**config.mk**
```make
export PLATFORM = sky130hd
export DESIGN_NAME = aes_key_sched_flat
export DESIGN_NICKNAME = d
export VERILOG_FILES = /design/src/rtl/aes_key_sched_pkg.sv /design/src/rtl/aes_key_sched_if.sv /design/src/rtl/aes_sbox.sv /design/src/rtl/aes_key_sched.sv /design/src/flat_wrapper.sv
export SDC_FILE = /design/constraint.sdc
export NUM_CORES = 2
export LEC_CHECK = 0
export CORE_MARGIN = 4
export CORE_UTILIZATION = 30
export CTS_BUF_LIST = sky130_fd_sc_hd__clkbuf_4 sky130_fd_sc_hd__clkbuf_8 sky130_fd_sc_hd__clkbuf_16
export CTS_CLUSTER_SIZE = 12
export DETAILED_ROUTE_END_ITERATION = 16
export SYNTH_ARGS = -nofsm -noshare
export SYNTH_HDL_FRONTEND = slang
export SYNTH_SLANG_ARGS = --single-unit
```
**constraint.sdc**
```tcl
create_clock -name clk -period 5.2 [get_ports clk]
set_clock_uncertainty 0.05 [all_clocks]
set_input_delay 0.52 -clock clk [delete_from_list [all_inputs] [get_ports clk]]
set_output_delay 0.52 -clock clk [all_outputs]
set_load 0.02 [all_outputs]
```
**src/rtl/aes_key_sched_pkg.sv**
```systemverilog
// Shared AES definitions for the key-schedule block.
// Holds the AES-128 round/key-word counts, the word and block typedefs,
// the key-schedule FSM state encoding and the RotWord helper.
package aes_key_sched_pkg;

    localparam int AES_NR = 10;   // expansion rounds for AES-128
    localparam int AES_NK = 4;    // key length in 32-bit words

    typedef logic [31:0]  aes_word_t;
    typedef logic [127:0] aes_block_t;

    typedef enum logic [1:0] {
        ST_IDLE   = 2'd0,
        ST_LOAD   = 2'd1,
        ST_EXPAND = 2'd2
    } ks_state_e;

    // Cyclic left rotate by one byte: {a0,a1,a2,a3} -> {a1,a2,a3,a0}.
    function automatic aes_word_t rot_word(input aes_word_t w);
        return {w[23:0], w[31:24]};
    endfunction

endpackage

```
**src/rtl/aes_key_sched_if.sv**
```systemverilog
// Host-side bus of the key-schedule block.
//   start   : one-cycle request to expand key_in
//   key_in  : 128-bit cipher key, w0 in bits 127:96
//   busy    : expansion in progress
//   done    : one-cycle pulse when all round keys are stored
//   rd_addr : round-key index to read
//   rd_key  : registered round key for rd_addr (one-cycle latency)
// master = host side, slave = key-schedule side.
interface aes_key_sched_if;
    import aes_key_sched_pkg::*;

    logic       start;
    aes_block_t key_in;
    logic       busy;
    logic       done;
    logic [3:0] rd_addr;
    aes_block_t rd_key;

    modport master (output start, key_in, rd_addr, input busy, done, rd_key);
    modport slave  (input start, key_in, rd_addr, output busy, done, rd_key);

endinterface

```
**src/rtl/aes_sbox.sv**
```systemverilog
// FIPS-197 forward S-box, purely combinational, one byte in, one byte out.
//   in_byte  : byte to substitute
//   out_byte : S-box image of in_byte
module aes_sbox (
    input  logic [7:0] in_byte,
    output logic [7:0] out_byte
);

    // Entry 0x00 sits in the most significant byte, so the bit offset of
    // entry a is (255 - a) * 8, i.e. {~a, 3'b000}.
    localparam logic [2047:0] SBOX_TABLE = {
        128'h637c777bf26b6fc53001672bfed7ab76,
        128'hca82c97dfa5947f0add4a2af9ca472c0,
        128'hb7fd9326363ff7cc34a5e5f171d83115,
        128'h04c723c31896059a071280e2eb27b275,
        128'h09832c1a1b6e5aa0523bd6b329e32f84,
        128'h53d100ed20fcb15b6acbbe394a4c58cf,
        128'hd0efaafb434d338545f9027f503c9fa8,
        128'h51a3408f929d38f5bcb6da2110fff3d2,
        128'hcd0c13ec5f974417c4a77e3d645d1973,
        128'h60814fdc222a908846eeb814de5e0bdb,
        128'he0323a0a4906245cc2d3ac629195e479,
        128'he7c8376d8dd54ea96c56f4ea657aae08,
        128'hba78252e1ca6b4c6e8dd741f4bbd8b8a,
        128'h703eb5664803f60e613557b986c11d9e,
        128'he1f8981169d98e949b1e87e9ce5528df,
        128'h8ca1890dbfe6426841992d0fb054bb16
    };

    logic [10:0] bit_idx;

    assign bit_idx  = {~in_byte, 3'b000};
    assign out_byte = SBOX_TABLE[bit_idx +: 8];

endmodule

```
**src/rtl/aes_key_sched.sv**
```systemverilog
// AES-128 key expansion with an addressable round-key store.
//   clk, rst_n : clock and asynchronous active-low reset
//   bus        : host bus (start/key_in/busy/done/rd_addr/rd_key)
//   kld_o      : load strobe for the external round-constant generator
//   knxt_o     : advance strobe for the external round-constant generator
//   rcon_i     : current round constant, byte in bits 31:24
// One round key is produced per EXPAND cycle; rk[0..NR] persist until the
// next accepted start.
module aes_key_sched
    import aes_key_sched_pkg::*;
#(
    parameter int NR = AES_NR
) (
    input  logic                  clk,
    input  logic                  rst_n,
    aes_key_sched_if.slave        bus,
    output logic                  kld_o,
    output logic                  knxt_o,
    input  aes_word_t             rcon_i
);

    localparam logic [3:0] LAST_ROUND = 4'(NR);

    ks_state_e  state;
    ks_state_e  state_nxt;
    logic [3:0] cnt;
    aes_word_t  w0, w1, w2, w3;
    aes_block_t rk [NR+1];
    logic       done_q;
    aes_block_t rd_q;
    aes_block_t rd_nxt;

    aes_word_t  rot;
    aes_word_t  sub;
    aes_word_t  t;
    aes_word_t  w4, w5, w6, w7;

    // Round function: t = SubWord(RotWord(w3)) ^ rcon, then chained XORs.
    assign rot = rot_word(w3);

    for (genvar i = 0; i < 4; i++) begin : g_sbox
        aes_sbox u_sbox (
            .in_byte  (rot[8*i +: 8]),
            .out_byte (sub[8*i +: 8])
        );
    end

    assign t  = sub ^ rcon_i;
    assign w4 = w0 ^ t;
    assign w5 = w4 ^ w1;
    assign w6 = w5 ^ w2;
    assign w7 = w6 ^ w3;

    // FSM state register
    always_ff @(posedge clk or negedge rst_n) begin
        if (!rst_n) begin
            state <= ST_IDLE;
        end else begin
            state <= state_nxt;
        end
    end

    // FSM next-state logic
    always_comb begin
        state_nxt = state;
        case (state)
            ST_IDLE:   if (bus.start) state_nxt = ST_LOAD;
            ST_LOAD:   state_nxt = ST_EXPAND;
            ST_EXPAND: if (cnt == LAST_ROUND) state_nxt = ST_IDLE;
            default:   state_nxt = ST_IDLE;
        endcase
    end

    // FSM outputs; kld_o is gated by rst_n so it is low for the whole reset.
    always_comb begin
        kld_o    = rst_n && (state == ST_IDLE) && bus.start;
        knxt_o   = (state == ST_EXPAND);
        bus.busy = (state != ST_IDLE);
    end

    // Datapath: working words, round counter and round-key store
    always_ff @(posedge clk or negedge rst_n) begin
        if (!rst_n) begin
            cnt <= '0;
            w0  <= '0;
            w1  <= '0;
            w2  <= '0;
            w3  <= '0;
            for (int i = 0; i <= NR; i++) begin
                rk[i] <= '0;
            end
        end else begin
            case (state)
                ST_IDLE: begin
                    if (bus.start) begin
                        rk[0]            <= bus.key_in;
                        {w0, w1, w2, w3} <= bus.key_in;
                    end
                end
                ST_LOAD: begin
                    cnt <= 4'd1;
                end
                ST_EXPAND: begin
                    rk[cnt]          <= {w4, w5, w6, w7};
                    {w0, w1, w2, w3} <= {w4, w5, w6, w7};
                    cnt              <= cnt + 4'd1;
                end
                default: ;
            endcase
        end
    end

    // Read port: out-of-range indices decode to zero.
    always_comb begin
        rd_nxt = '0;
        for (int i = 0; i <= NR; i++) begin
            if (bus.rd_addr == 4'(i)) rd_nxt = rk[i];
        end
    end

    // Registered read data and the done pulse issued on return to IDLE
    always_ff @(posedge clk or negedge rst_n) begin
        if (!rst_n) begin
            rd_q   <= '0;
            done_q <= 1'b0;
        end else begin
            rd_q   <= rd_nxt;
            done_q <= (state == ST_EXPAND) && (cnt == LAST_ROUND);
        end
    end

    assign bus.rd_key = rd_q;
    assign bus.done   = done_q;

endmodule
```
**src/flat_wrapper.sv**
```systemverilog
// flat-port wrapper written by rule: the top's interface ports become plain ports
module aes_key_sched_flat import aes_key_sched_pkg::*;
#(
    parameter int NR = AES_NR
)
  (clk, rst_n, kld_o, knxt_o, rcon_i, bus_start, bus_key_in, bus_rd_addr, bus_busy, bus_done, bus_rd_key);
  aes_key_sched_if bus_i ();
  input  logic clk;
  input  logic rst_n;
  output logic kld_o;
  output logic knxt_o;
  input  aes_word_t rcon_i;
  input wire logic [$bits(bus_i.start)-1:0] bus_start;
  input wire logic [$bits(bus_i.key_in)-1:0] bus_key_in;
  input wire logic [$bits(bus_i.rd_addr)-1:0] bus_rd_addr;
  output wire logic [$bits(bus_i.busy)-1:0] bus_busy;
  output wire logic [$bits(bus_i.done)-1:0] bus_done;
  output wire logic [$bits(bus_i.rd_key)-1:0] bus_rd_key;
  assign bus_i.start = bus_start;
  assign bus_i.key_in = bus_key_in;
  assign bus_i.rd_addr = bus_rd_addr;
  assign bus_busy = bus_i.busy;
  assign bus_done = bus_i.done;
  assign bus_rd_key = bus_i.rd_key;
  aes_key_sched #(.NR(NR)) u_core (.clk(clk), .rst_n(rst_n), .bus(bus_i), .kld_o(kld_o), .knxt_o(knxt_o), .rcon_i(rcon_i));
endmodule
```
* Word level (Yosys, flattened, before mapping) *
Cells that the tools add are included.

operators by class
  multiply operators = 0
  reductions and logical operators = 11
  divide/modulo/power cells = 0
  add/subtract/negate cells = 1
  shifts and indexed selects = 4
  magnitude comparators = 2
  bitwise operators = 10
  mux-type cells = 28
  eq/ne operators = 15

operators by type and width
  kind                        number
  $shiftx 2048x12->8 const A  4
  $mux 128                    13
  $bwmux 1408                 1
  $demux 128 s4               1
  $pmux 128 s2                1
  $pmux 32 s2                 4
  $xor 32x32->32              5
  $mux 32                     4
  $not 8->8                   4
  $eq 4x3->1 const B          4
  $eq 4x4->1 const B          4
  $eq 4x2->1 const B          2
  $pmux 4 s2                  1
  $pmux 2 s3                  1
  $reduce_bool 2->1           3
  $ge 5x5->1 const B          1
  $lt 5x1->1 const B          1
  $not 4->5                   1
  $add 4x1->4 const B         1
  $eq 4x1->1 const B          1
  $logic_and 1x1->1           4
  $logic_not 4->1             1
  $mux 2                      2
  $reduce_and 2->1            2
  5 further kinds             5

word-level totals
  bits in latches = 0
  output and inout bits = 132
  register bits = 1,671
  input bits = 167
  memory bits (read-only) = 0
  memories kept = 0
  bits in writable memories = 0
  logic and storage cells = 90

* Longest topological paths before layout *
  depth in word-level cells = 12
  depth in mapped cells = 16
  mapped depth without buffers = 11

* Hierarchy *
Synthesis repeated with hierarchy kept, for this count alone.

second synthesis, totals
  cell total of the unflattened synthesis = 10,155
  area, all modules = 88,910.3 um2

modules (own cells, without submodules)
  module         cells an instance  instances  sequential area each (um2)  area each (um2)
  aes_key_sched  8,015              1          41,815.1                    75,322.2
  aes_sbox       535                4          0.0                         3,397.0

* Worst setup path before layout *
OpenSTA, ideal clock, no wires.

  path type = register -> register
  start point = register u_core.w3[1]
  end point = register u_core.rk[1097] (netlist bit)
  path slack = 1.144 ns
  path buffers = 4
  cell stages (with the launch flop) = 14
  data arrival time = 3.876 ns
  cells stage by stage = dfrtp_1 > clkbuf_1 > inv_1 > ha_1 > clkbuf_1 > clkbuf_1 > mux2i_1 > mux4_2 > a21o_1 > mux4_2 > xnor2_1 > xor2_1 > clkbuf_2 > o21ai_0

between the ends
  cells in the longest elaborated chain, start to end = 6

ends and longest elaborated chain
  item                            RTL line              RTL
  start: declaration              aes_key_sched.sv:27   aes_word_t w0, w1, w2, w3;
  start signal: assignment        aes_key_sched.sv:97   {w0, w1, w2, w3} <= bus.key_in;
  start signal: assignment        aes_key_sched.sv:105  {w0, w1, w2, w3} <= {w4, w5, w6, w7};
  $not 8->8                       aes_sbox.sv:32        assign bit_idx = {~in_byte, 3'b000};
  $shiftx 2048x12->8              aes_sbox.sv:33        assign out_byte = SBOX_TABLE[bit_idx +: 8];
  $xor 32x32->32                  aes_key_sched.sv:48   assign t = sub ^ rcon_i;
  $xor 32x32->32                  aes_key_sched.sv:49   assign w4 = w0 ^ t;
  $xor 32x32->32                  aes_key_sched.sv:50   assign w5 = w4 ^ w1;
  $bwmux 1408                     aes_key_sched.sv:104  rk[cnt] <= {w4, w5, w6, w7};
  end signal: indexed assignment  aes_key_sched.sv:104
  end: declaration                aes_key_sched.sv:28   aes_block_t rk [NR+1];

No other way between the ends.
A chain may end at the register's enable or synchronous reset.

* Worst setup path in the final report *
  start point = register u_core.w3[17]
  end point = register u_core.rk[665] (netlist bit)

between the ends
  cells in the longest elaborated chain, start to end = 8

ends and longest elaborated chain
  item                RTL line              RTL
  $not 8->8           aes_sbox.sv:32
  $shiftx 2048x12->8  aes_sbox.sv:33
  $xor 32x32->32      aes_key_sched.sv:48
  $xor 32x32->32      aes_key_sched.sv:49
  $xor 32x32->32      aes_key_sched.sv:50
  $xor 32x32->32      aes_key_sched.sv:51   assign w6 = w5 ^ w2;
  $xor 32x32->32      aes_key_sched.sv:52   assign w7 = w6 ^ w3;
  $bwmux 1408         aes_key_sched.sv:104

No other way between the ends.

==> impl_metrics.sql <==
INSERT INTO impl_metrics (metric_group, metric, value, unit) VALUES
('sta', 'setup_viol', '0', ''),
('place', 'buffer_ports.inserted', '298', ''),
('logic_synthesis', 'synth_area', '85800', 'sq um'),
('logic_synthesis', 'synthDistinctLibCells', '95', ''),
('sta', 'fin_crit', '5.14', 'ns'),
('logic_synthesis', 'synth_top_area_share', '48.7', '%'),
('critical_path', 'worstPathArrival', '5.74', 'ns'),
('global_routing', 'initial_antenna_violation_count', '25', ''),
('cells_and_area', 'layout.filler_cells', '29100', ''),
('global_routing', 'grt_util_all_layers', '26.1', '%'),
('critical_path', 'cp_num_buf_inv', '5', ''),
('critical_path', 'crit_top_cell', 'buf_4', ''),
('floorplan', 'fp.dieArea', '295000', 'sq um'),
('logic_synthesis', 'post_synth_edffs', '0', ''),
('critical_path', 'slowest_delay', '0.80', 'ns'),
('logic_synthesis', 'dominantRegCellSynth', 'dfrtp_1', ''),
('critical_path', 'end_kind', 'flop', ''),
('cells_and_area', 'layout_commonest_cell', 'nand2_1', ''),
('logic_synthesis', 'ys_seq_area_share', '48.7', '%'),
('cts', 'postCtsResizedCells', '0', ''),
('route', 'vias', '78300', ''),
('route', 'ant_nets', '0', ''),
('global_routing', 'grt_pass1_vias', '74800', ''),
('sta', 'hold_violations', '0', ''),
('sta', 'setup_total_negative_slack', '0', 'ns'),
('route', 'drt-initial-drc-count', '10600', ''),
('sta', 'worst_margin_pin_slew', '1.26', 'ns'),
('critical_path', 'critical_path.top_delay_family', 'buffers and inverters', ''),
('logic_synthesis', 'post_synth.cell_area_avg', '8.83', 'sq um'),
('sta', 'normalized_max_slew_margin', '15.3', '%'),
('cts', 'clock_tree.buffer_depth', '3', ''),
('floorplan', 'chipWidth', '543', 'um'),
('route', 'detail_route.vias_per_cell', '5.80', ''),
('logic_synthesis', 'synthesis.instances', '9717', ''),
('outcome', 'outcome', 'completed', ''),
('critical_path', 'startpoint_type', 'flop', ''),
('critical_path', 'critPathRequiredTime', '5.80', 'ns'),
('critical_path', 'reg_to_reg_critical_path_endpoint', 'u_core.rk[665]$_DFFE_PN0P_', ''),
('critical_path', 'crit_chain', 'buf_4, ha_1, inv_1, mux4_2, a221oi_1, o31ai_1, o22ai_1, buf_4, xnor2_1, buf_12, xnor2_1, buf_4, o21ai_0', ''),
('power_and_ir_drop', 'power.density_cell_area', '842', 'nW/um^2'),
('floorplan', 'fp.dieH', '543', 'um'),
('cts', 'cts_htree_levels', '4', ''),
('power_and_ir_drop', 'power_leakage', '0.0434', 'uW'),
('sta', 'grt_setup_unrepaired', 'no', ''),
('sta', 'post_route_clock_period_utilization', '98.9', '%'),
('power_and_ir_drop', 'vdd_ir_max', '0.817', 'mV'),
('cts', 'later_pin_clock_latency_in_the_skew_report', '0.84', 'ns'),
('logic_synthesis', 'ys_async_sr_fraction', '100', '%'),
('logic_synthesis', 'synth-seq-cells', '1671', ''),
('cells_and_area', 'post_route_cells_drive_above_1_share', '9.53', '%'),
('route', 'finalWirelength', '396000', 'um'),
('route', 'detail_route.drc_violations', '0', ''),
('critical_path', 'reg2reg_depth', '13', ''),
('critical_path', 'critPathSlowestCell', 'ha_1', ''),
('critical_path', 'worst_setup_path_startpoint', 'u_core.w3[17]$_DFFE_PN0P_', ''),
('cells_and_area', 'multi_input_comb_area', '40200', 'sq um'),
('route', 'pre_repair_dr_iteration_count', '10', ''),
('cts', 'cts.sink_count', '1671', ''),
('floorplan', 'design.core.area', '285000', 'sq um'),
('sta', 'slew_violations', '0', ''),
('global_routing', 'first_pass_grt_wire_length', '565000', 'um'),
('critical_path', 'timing.reg2reg.setup_slack', '0.06', 'ns'),
('critical_path', 'r2r_start', 'u_core.w3[17]$_DFFE_PN0P_', ''),
('cells_and_area', 'area_growth_syn_to_layout', '16.0', '%'),
('logic_synthesis', 'synth_area_leaders', 'dfrtp_1 49%, o21ai_0 10%, nand2_1 8.6%, clkbuf_1 3.7%, a21oi_1 3.3%', ''),
('cells_and_area', 'seq_area', '41800', 'sq um'),
('floorplan', 'std_cell_rows', '196', ''),
('global_routing', 'grt_max_degree', '205', ''),
('logic_synthesis', 'synth.yosys.warnings', '0', ''),
('cells_and_area', 'layout.nets', '9889', ''),
('floorplan', 'io_pins', '299', '');
-- sequential cells by signal, indices dropped and copies added, names as in the netlist --
register / count
u_core.bus.done: 1
u_core.bus.rd_key: 128
u_core.cnt: 4
u_core.rk: 1408
u_core.state: 2
u_core.w0: 32
u_core.w1: 32
u_core.w2: 32
u_core.w3: 32
-- per-stage QoR --
stage | worst slack, ns | cells | hold WS [ns] | cell area (sq um) | util, %
2_1_floorplan | 1.14 | 9717 | 0.174 | 85800 | -
3_3_place_gp | 0.200 | 13300 | 0.349 | 94400 | 33.1
3_5_place_dp | 0.283 | 13300 | 0.345 | 94400 | 33.1
4_1_cts | 0.235 | 13500 | 0.109 | 99500 | 34.9
5_1_grt | 0.0391 | 13500 | 0.129 | 99500 | 34.9
6_report | 0.0558 | 13500 | 0.153 | 99500 | 34.9
-- power by group --
part / total, uW / internal (uW) / switching, uW
logic: 52400 / 16800 / 35600
registers: 19600 / 16600 / 2960
clock network: 11800 / 6500 / 5260
-- worst register-to-register path, delay by kind of cell, from the launching register on --
family | cells | cell delay (ns)
buffers and inverters | 5 | 1.30
adders and majority gates | 1 | 0.81
xor gates and xnor gates | 2 | 0.86
AOI/OAI and AO/OA | 4 | 1.08
muxes | 1 | 0.48
DFF | 1 | 0.36
-- how the worst max path moves through the flow --
stage / end / slack (ns)
after global placement: u_core.rk[1049]$_DFFE_PN0P_ / 0.20
after CTS: u_core.rk[665]$_DFFE_PN0P_ / 0.24
after global routing: u_core.rk[145]$_DFFE_PN0P_ / 0.04
final: u_core.rk[665]$_DFFE_PN0P_ / 0.06
after floorplan: u_core.rk[1097]$_DFFE_PN0P_ / 1.14
after detailed placement: u_core.rk[665]$_DFFE_PN0P_ / 0.28
-- per-layer routing --
layer | vias to the layer above | track usage [%] | wire length (um)
met5 | - | 0 | 62
met4 | 10 | 12.8 | 22100
met3 | 728 | 6.16 | 38100
met1 | 39300 | 35.5 | 165000
li1 | 34200 | - | -
met2 | 4057 | 38.9 | 171000
-- cell type report --
type	instances	area share (%)
multi-input combinational	6988	40.4
inverter	61	0.235
sequential	1671	42.0
clock buffer	223	4.74
timing repair buffer	770	7.42
tap	3762	4.73
clock inverter	27	0.434
antenna	11	0.0277
-- synthesized netlist by cell type, types with 14 or more instances --
cell type	n
o21ai_0	1752
and2_1	37
or2_2	26
a221oi_1	119
nand2_1	1974
o311ai_0	31
o221ai_1	24
a211oi_1	64
a2111oi_0	21
nor2_1	367
nand2b_1	112
o2111ai_1	14
dfrtp_1	1671
a221o_1	19
nand4_1	51
a211o_1	23
mux2i_1	177
nor3b_1	30
a222oi_1	97
clkbuf_1	846
nor3_1	76
a311oi_1	44
inv_1	51
or3_1	24
o21a_1	29
mux2_2	39
ha_1	63
a22oi_1	149
xnor2_1	142
buf_1	47
nor2b_1	97
buf_2	92
and3_1	38
nor4_1	25
o22ai_1	69
nand3_1	132
a21oi_1	567
mux4_2	57
o211ai_1	54
o32ai_1	17
a31oi_1	78
o31ai_1	26
xor2_1	64
a21o_1	55
-- cell families after synthesis --
kind of cell    share of synthesized area (%)
buf+inv                                  4.82
mux                                      4.07
fa+ha+maj                               0.918
simple gates                             15.2
compound gates                           23.7
xor+xnor                                 2.56
flops                                    48.7
-- timing repair --
item | 4_1_cts | 5_1_grt
hold buffers | 1 | 0
endpoints found under the setup margin | 0 | 0
endpoints found under the hold margin | 272 | 0
Note: power is estimated with default switching activity, not from simulation.
